--- src/rtl/sram_bus_adaptor_4096_x_32.sv ---
`default_nettype none
// ============================================================================
// Module   : sram_bus_adaptor_4096_x_32
// Purpose  : Bus-side front end for the 4096 x 32 byte-laned single-port SRAM.
//            Turns byte/half/word requests into SRAM strobes, byte enables and
//            lane-replicated write data. Extracts and extends read results.
//            Misaligned or illegal-size requests complete with an error and
//            never reach the SRAM.
// Ports    : int_clock, int_reset (sync, active-low)
//            bus_request/bus_write/bus_size/bus_signed/bus_address/
//            bus_write_data    -> request side from the master
//            bus_ack/bus_error/bus_read_data -> completion back to the master
//            sram_read/sram_write/sram_byte_enables/sram_address/
//            sram_write_data   -> SRAM macro controls
//            sram_read_data    -> SRAM output, valid the cycle after sram_read
// Revision : 1.0 - initial release
// ============================================================================
module sram_bus_adaptor_4096_x_32 (
  input  logic        int_clock,
  input  logic        int_reset,
  input  logic        bus_request,
  input  logic        bus_write,
  input  logic [1:0]  bus_size,
  input  logic        bus_signed,
  input  logic [13:0] bus_address,
  input  logic [31:0] bus_write_data,
  output logic        bus_ack,
  output logic        bus_error,
  output logic [31:0] bus_read_data,
  output logic        sram_read,
  output logic        sram_write,
  output logic [3:0]  sram_byte_enables,
  output logic [11:0] sram_address,
  output logic [31:0] sram_write_data,
  input  logic [31:0] sram_read_data
);

  typedef enum logic [1:0] {
    IDLE      = 2'd0,
    ACCESS    = 2'd1,
    READ_WAIT = 2'd2,
    ACK       = 2'd3
  } state_t;

  state_t      r_state;
  logic [1:0]  r_size;
  logic        r_signed;
  logic [1:0]  r_lane;

  logic        w_misaligned;
  logic [3:0]  w_byte_enables;
  logic [31:0] w_write_data;
  logic [7:0]  w_byte;
  logic [15:0] w_half;
  logic [31:0] w_read_result;

  // Request decode: alignment check, lane enables and replicated write data.
  always_comb begin
    w_misaligned   = 1'b0;
    w_byte_enables = 4'b1111;
    w_write_data   = bus_write_data;
    case (bus_size)
      2'b00: begin
        w_byte_enables = 4'b0001 << bus_address[1:0];
        w_write_data   = {4{bus_write_data[7:0]}};
      end
      2'b01: begin
        w_misaligned   = bus_address[0];
        w_byte_enables = bus_address[1] ? 4'b1100 : 4'b0011;
        w_write_data   = {2{bus_write_data[15:0]}};
      end
      2'b10: begin
        w_misaligned   = |bus_address[1:0];
      end
      default: begin
        w_misaligned   = 1'b1;
      end
    endcase
  end

  // Read extraction uses the lane/size captured at acceptance, so the
  // result does not depend on the master's inputs after the SRAM cycle.
  always_comb begin
    w_byte = sram_read_data[7:0];
    case (r_lane)
      2'd0:    w_byte = sram_read_data[7:0];
      2'd1:    w_byte = sram_read_data[15:8];
      2'd2:    w_byte = sram_read_data[23:16];
      default: w_byte = sram_read_data[31:24];
    endcase
    w_half = r_lane[1] ? sram_read_data[31:16] : sram_read_data[15:0];
    case (r_size)
      2'b00:   w_read_result = {{24{r_signed & w_byte[7]}}, w_byte};
      2'b01:   w_read_result = {{16{r_signed & w_half[15]}}, w_half};
      default: w_read_result = sram_read_data;
    endcase
  end

  always_ff @(posedge int_clock) begin
    if (!int_reset) begin
      r_state           <= IDLE;
      r_size            <= 2'b00;
      r_signed          <= 1'b0;
      r_lane            <= 2'b00;
      bus_ack           <= 1'b0;
      bus_error         <= 1'b0;
      bus_read_data     <= 32'h0;
      sram_read         <= 1'b0;
      sram_write        <= 1'b0;
      sram_byte_enables <= 4'h0;
      sram_address      <= 12'h0;
      sram_write_data   <= 32'h0;
    end else begin
      case (r_state)
        IDLE: begin
          bus_ack   <= 1'b0;
          bus_error <= 1'b0;
          if (bus_request) begin
            if (w_misaligned) begin
              // Complete immediately with an error; SRAM is left untouched.
              bus_ack       <= 1'b1;
              bus_error     <= 1'b1;
              bus_read_data <= 32'h0;
              r_state       <= ACK;
            end else begin
              sram_read         <= ~bus_write;
              sram_write        <= bus_write;
              // Writes are acknowledged in the same cycle as the strobe.
              bus_ack           <= bus_write;
              sram_address      <= bus_address[13:2];
              sram_byte_enables <= w_byte_enables;
              sram_write_data   <= w_write_data;
              r_size            <= bus_size;
              r_signed          <= bus_signed;
              r_lane            <= bus_address[1:0];
              r_state           <= ACCESS;
            end
          end
        end
        ACCESS: begin
          sram_read  <= 1'b0;
          sram_write <= 1'b0;
          bus_ack    <= 1'b0;
          r_state    <= sram_write ? IDLE : READ_WAIT;
        end
        READ_WAIT: begin
          bus_read_data <= w_read_result;
          bus_ack       <= 1'b1;
          bus_error     <= 1'b0;
          r_state       <= ACK;
        end
        ACK: begin
          bus_ack   <= 1'b0;
          bus_error <= 1'b0;
          r_state   <= IDLE;
        end
        default: begin
          r_state <= IDLE;
        end
      endcase
    end
  end

endmodule
`default_nettype wire

--- config.mk ---
export PLATFORM = sky130hd
export DESIGN_NAME = sram_bus_adaptor_4096_x_32
export DESIGN_NICKNAME = d
export VERILOG_FILES = /design/src/rtl/sram_bus_adaptor_4096_x_32.sv
export SDC_FILE = /design/constraint.sdc
export NUM_CORES = 1
export LEC_CHECK = 0
export BUFFER_PORTS_ARGS = -buffer_cell sky130_fd_sc_hd__buf_2
export CORE_MARGIN = 4
export CORE_UTILIZATION = 52
export DETAILED_ROUTE_END_ITERATION = 10
export PLACE_DENSITY = 0.83
export SYNTH_ARGS = -nofsm -noshare
export SYNTH_HDL_FRONTEND = slang
export SYNTH_SLANG_ARGS = --single-unit
--- constraint.sdc ---
create_clock -name int_clock -period 4.4 [get_ports int_clock]
set_clock_uncertainty 0.1 [all_clocks]
set_input_delay 0.22 -clock int_clock [delete_from_list [all_inputs] [get_ports int_clock]]
set_output_delay 0.22 -clock int_clock [all_outputs]
set_load 0.05 [all_outputs]
==> results_tabular.tex <==
\begin{tabular}{lr}
\hline
Metric & Value \\
\hline
\multicolumn{2}{l}{\textbf{Clocking}} \\
\quad Clock Root Buffer & clkbuf\_8 \\
\quad Num CTS Buffers & 9 \\
\quad Clock latency on the worst-skew pair & 0.34 ns \\
\quad Post-CTS Setup Repair Bufs & 0 \\
\quad CTS resizes & 0 \\
\quad Clock Pin Slew Worst Setup and Hold Paths & roughly 0.1 ns \\
\quad Post-cts hold buffer count & 5 \\
\quad \# H-tree levels & 3 \\
\quad TritonCTS clock tree & yes \\
\quad Maximum buffer depth of the clock tree & 2 \\
\quad Sinks on the clock net & 91 \\
\multicolumn{2}{l}{\textbf{Synthesis}} \\
\quad Number of instances in the synthesized netlist & approximately 440 \\
\quad Synthesized cell area & slightly above 4000 um\^{}2 \\
\quad Number of different library cells in the post-synthesis netlist & 40 \\
\quad Fraction of post-synthesis cell area in the top cell type by area & roughly 45\% \\
\quad FF+latch count, synth & 91 \\
\quad Net count after synthesis & 528 \\
\quad Mean cell area of the mapped netlist & 9.15 um\^{}2 \\
\quad Yosys top cell by area & dfxtp\_1 \\
\quad Synthesis warning total & 0 \\
\quad Ranking of synthesized cells by area & dfxtp\_1 45\%, nand2\_1 8.2\%, mux2i\_1 7.9\%, a21oi\_1 5.7\%, a211oi\_2 5.6\% \\
\quad Sequential fraction of the synthesis area & between 40 and 50\% \\
\multicolumn{2}{l}{\textbf{STA}} \\
\quad Rel. slew slack & 22.8\% \\
\quad Max Slew Vio Count & 0 \\
\quad Final setup violation count & 0 \\
\quad RSZ-0062 raised after global routing & false \\
\quad Worst hold slack & around 0.011 ns \\
\quad Maximum operating frequency & 375 MHz \\
\quad Number of hold-slack violations in the final timing report & 0 \\
\quad Total negative slack & 0 ns \\
\quad Final period util & 60.6\% \\
\quad Tmin final & roughly 2.7 ns \\
\quad Slew at the pin with the worst max-slew slack & 1.16 ns \\
\multicolumn{2}{l}{\textbf{Floorplanning}} \\
\quad Floorplan die area & 9270 um\^{}2 \\
\quad Initial core utilization & 54.7\% \\
\quad Die boundary height & 96.3 um \\
\quad Die Wd & 96.3 um \\
\quad Core Footprint & 7410 um\^{}2 \\
\quad Number of primary I/O pins & 169 \\
\quad Cell row count & 31 \\
\multicolumn{2}{l}{\textbf{Finish}} \\
\quad Antenna diodes & 0 \\
\quad Commonest cells after routing, fill and taps aside & 168 x buf\_2, 91 x dfxtp\_1, 88 x nand2\_1 \\
\quad Relative area change from synthesis to final layout & 27.4\% \\
\quad Final layout net count & 684 \\
\quad Fillers & between 600 and 700 \\
\quad Commonest non-fill, non-tap cell in the layout & buf\_2 \\
\quad Share of final-layout standard cells stronger than drive strength 1 & between 30\% and 40\% \\
\multicolumn{2}{l}{\textbf{Setup path}} \\
\quad Reg2Reg Depth & 4 \\
\quad Reg2Reg Setup Slack & 1.73 ns \\
\quad Launching point of the worst reg2reg path & r\_lane[1] \\
\quad Crit path kind & flop to flop \\
\quad Critical path required time & $\sim$4.5 ns \\
\quad Data arrival, critical path & between 2 and 3 ns \\
\quad Maximum fanout along the worst path & 14 \\
\quad Worst setup path end & bus\_read\_data[14] \\
\quad Timing startpoint of the critical path & r\_lane[1] \\
\quad Kind of launch point of the worst setup path & flop \\
\quad Worst Setup End Kind & flop \\
\quad Reg-to-reg endpoint & bus\_read\_data[14] \\
\multicolumn{2}{l}{\textbf{Detailed routing}} \\
\quad Average vias per placed instance & 5.64 \\
\quad Routed WL & roughly 11 mm \\
\quad Residual DRC & 0 \\
\quad Drt wl/cell & 16.3 um \\
\quad Starting DRT DRC Count & about 290 \\
\quad Post-route ant nets & 0 \\
\quad Length of routed met3 wiring & between 1 and 1.5 mm \\
\quad Routed metal-1 wirelength & 4.62 mm \\
\quad Total number of vias & roughly 4000 \\
\quad DR WL met2 & 5.49 mm \\
\quad Highest routed metal layer & met4 \\
\quad Number of search-and-repair iterations in the first detailed-routing pass & 5 \\
\multicolumn{2}{l}{\textbf{Flow run}} \\
\quad Maximum capacitance violations & 0 \\
\multicolumn{2}{l}{\textbf{Pwr}} \\
\quad Pwr per Cell Area & 380 nW/um\^{}2 \\
\quad Lkg Pwr & about 0.0024 uW \\
\quad Worst voltage drop across the vdd grid & 272 uV \\
\multicolumn{2}{l}{\textbf{Global route}} \\
\quad Global router's overall resource usage & about a quarter \\
\quad Via count of the first global-routing pass & 3920 \\
\quad Pin count of the biggest net entering global routing & 71 \\
\quad Initial antenna violation count & 0 \\
\quad Global-route wire length before repair & 18.3 mm \\
\quad Aggregate global routing overflow & 0 \\
\multicolumn{2}{l}{\textbf{Min path}} \\
\quad Min-delay worst type & primary input to flop \\
\multicolumn{2}{l}{\textbf{Status}} \\
\quad Status & completed \\
\multicolumn{2}{l}{\textbf{Placement}} \\
\quad Routability Congestion & 0.847 \\
\quad Count of input and output buffers & between 150 and 200 \\
\quad Final HPWL DP & $\sim$8.3 mm \\
\hline
\end{tabular}
==> report_power, final <==
part	internal [uW]	leakage (uW)	switching (uW)	total (uW)
sequential	869	0.000740	34.0	903
clock	318	0.000101	293	611
combinational	136	0.00151	309	446
==> logic make-up (layout without fill, tap and decap cells) <==
group / Yosys count / in the layout / synth area share (%)
AO/OA/AOI/OAI: 134 / 134 / 24.5
buffers and inverters: 42 / 203 / 5.40
flip-flops: 91 / 91 / 45.0
multiplexers: 45 / 45 / 11.8
AND/OR/NAND/NOR: 131 / 131 / 13.3
==> how the worst min path moves through the flow <==
stage,from,end,slack (ns),cells after the start
4_1_cts,bus_address[11],sram_address[9],0.00002,3
3_3_place_gp,bus_read_data[5],bus_read_data[5],0.34,2
6_report,sram_read_data[16],bus_read_data[16],0.01,2
5_1_grt,sram_read_data[22],bus_read_data[22],0.001,2
2_1_floorplan,int_reset,sram_read,0.24,1
3_5_place_dp,bus_read_data[8],bus_read_data[8],0.34,1
==> sequential cells by signal, indices dropped and copies added, names as in the netlist <==
name,flops
r_signed,1
bus_read_data,32
sram_address,12
r_lane,2
r_size,2
bus_error,1
sram_byte_enables,4
sram_read,1
sram_write,1
sram_write_data,32
r_state,2
bus_ack,1
==> cells in the mapped netlist <==
| library cell | instances |
|---|---|
| a2111oi_4 | 1 |
| a211oi_1 | 1 |
| a211oi_2 | 18 |
| a21o_1 | 7 |
| a21oi_1 | 46 |
| a221o_1 | 16 |
| a22o_1 | 1 |
| a22oi_1 | 1 |
| a2bb2oi_1 | 1 |
| a311oi_1 | 3 |
| a31oi_1 | 3 |
| a32o_1 | 1 |
| and2_1 | 1 |
| and3b_1 | 1 |
| buf_1 | 2 |
| buf_2 | 4 |
| buf_4 | 1 |
| buf_6 | 7 |
| clkbuf_1 | 20 |
| clkinv_1 | 1 |
| dfxtp_1 | 91 |
| inv_1 | 7 |
| mux2_2 | 12 |
| mux2i_1 | 32 |
| mux4_2 | 1 |
| nand2_1 | 88 |
| nand2b_1 | 6 |
| nand3_1 | 1 |
| nand3b_1 | 1 |
| nor2_1 | 25 |
| nor2b_1 | 2 |
| nor3_1 | 4 |
| o211ai_1 | 8 |
| o21ai_0 | 22 |
| o221ai_1 | 2 |
| o22a_1 | 1 |
| o22ai_1 | 1 |
| o32ai_1 | 1 |
| or2_2 | 1 |
| or3_4 | 1 |
==> critical path: stages, from the launching register on <==
cell and delay, ns:
dfxtp_1 0.73, mux4_2 0.64, a31oi_1 0.56, o21ai_0 0.23, a32o_1 0.30
==> cell type report <==
cell class              count  area, um^2  area share [%]
clock buffers               9         124            2.40
clock inverters             7        92.6            1.79
inverters                   8        30.0           0.582
multi-input cells         310        2030            39.3
flip-flops and latches     91        1820            35.3
well taps                  99         124            2.40
repair buffers            179         941            18.2
==> per-layer routing <==
| metal | global-route usage [%] | vias up |
|---|---|---|
| li1 | - | 1894 |
| met2 | 41.1 | 191 |
| met4 | 9.00 | 0 |
| met5 | 0 | - |
| met1 | 31.3 | 1859 |
| met3 | 7.51 | 24 |
==> stage by stage <==
step                total power [uW]  std cells  area (um^2)  setup slack, ns  utilization, %
floorplan                       1240        443         4050             2.45               -
global placement                1350        680         4880             1.90            65.8
detailed placement              1360        680         4880             1.89            65.8
CTS                             1960        701         5140             1.80            69.4
global route                    2050        703         5160             1.71            69.7
finish                          1960        703         5160             1.73            69.7
(Power assumes the default switching activity.)
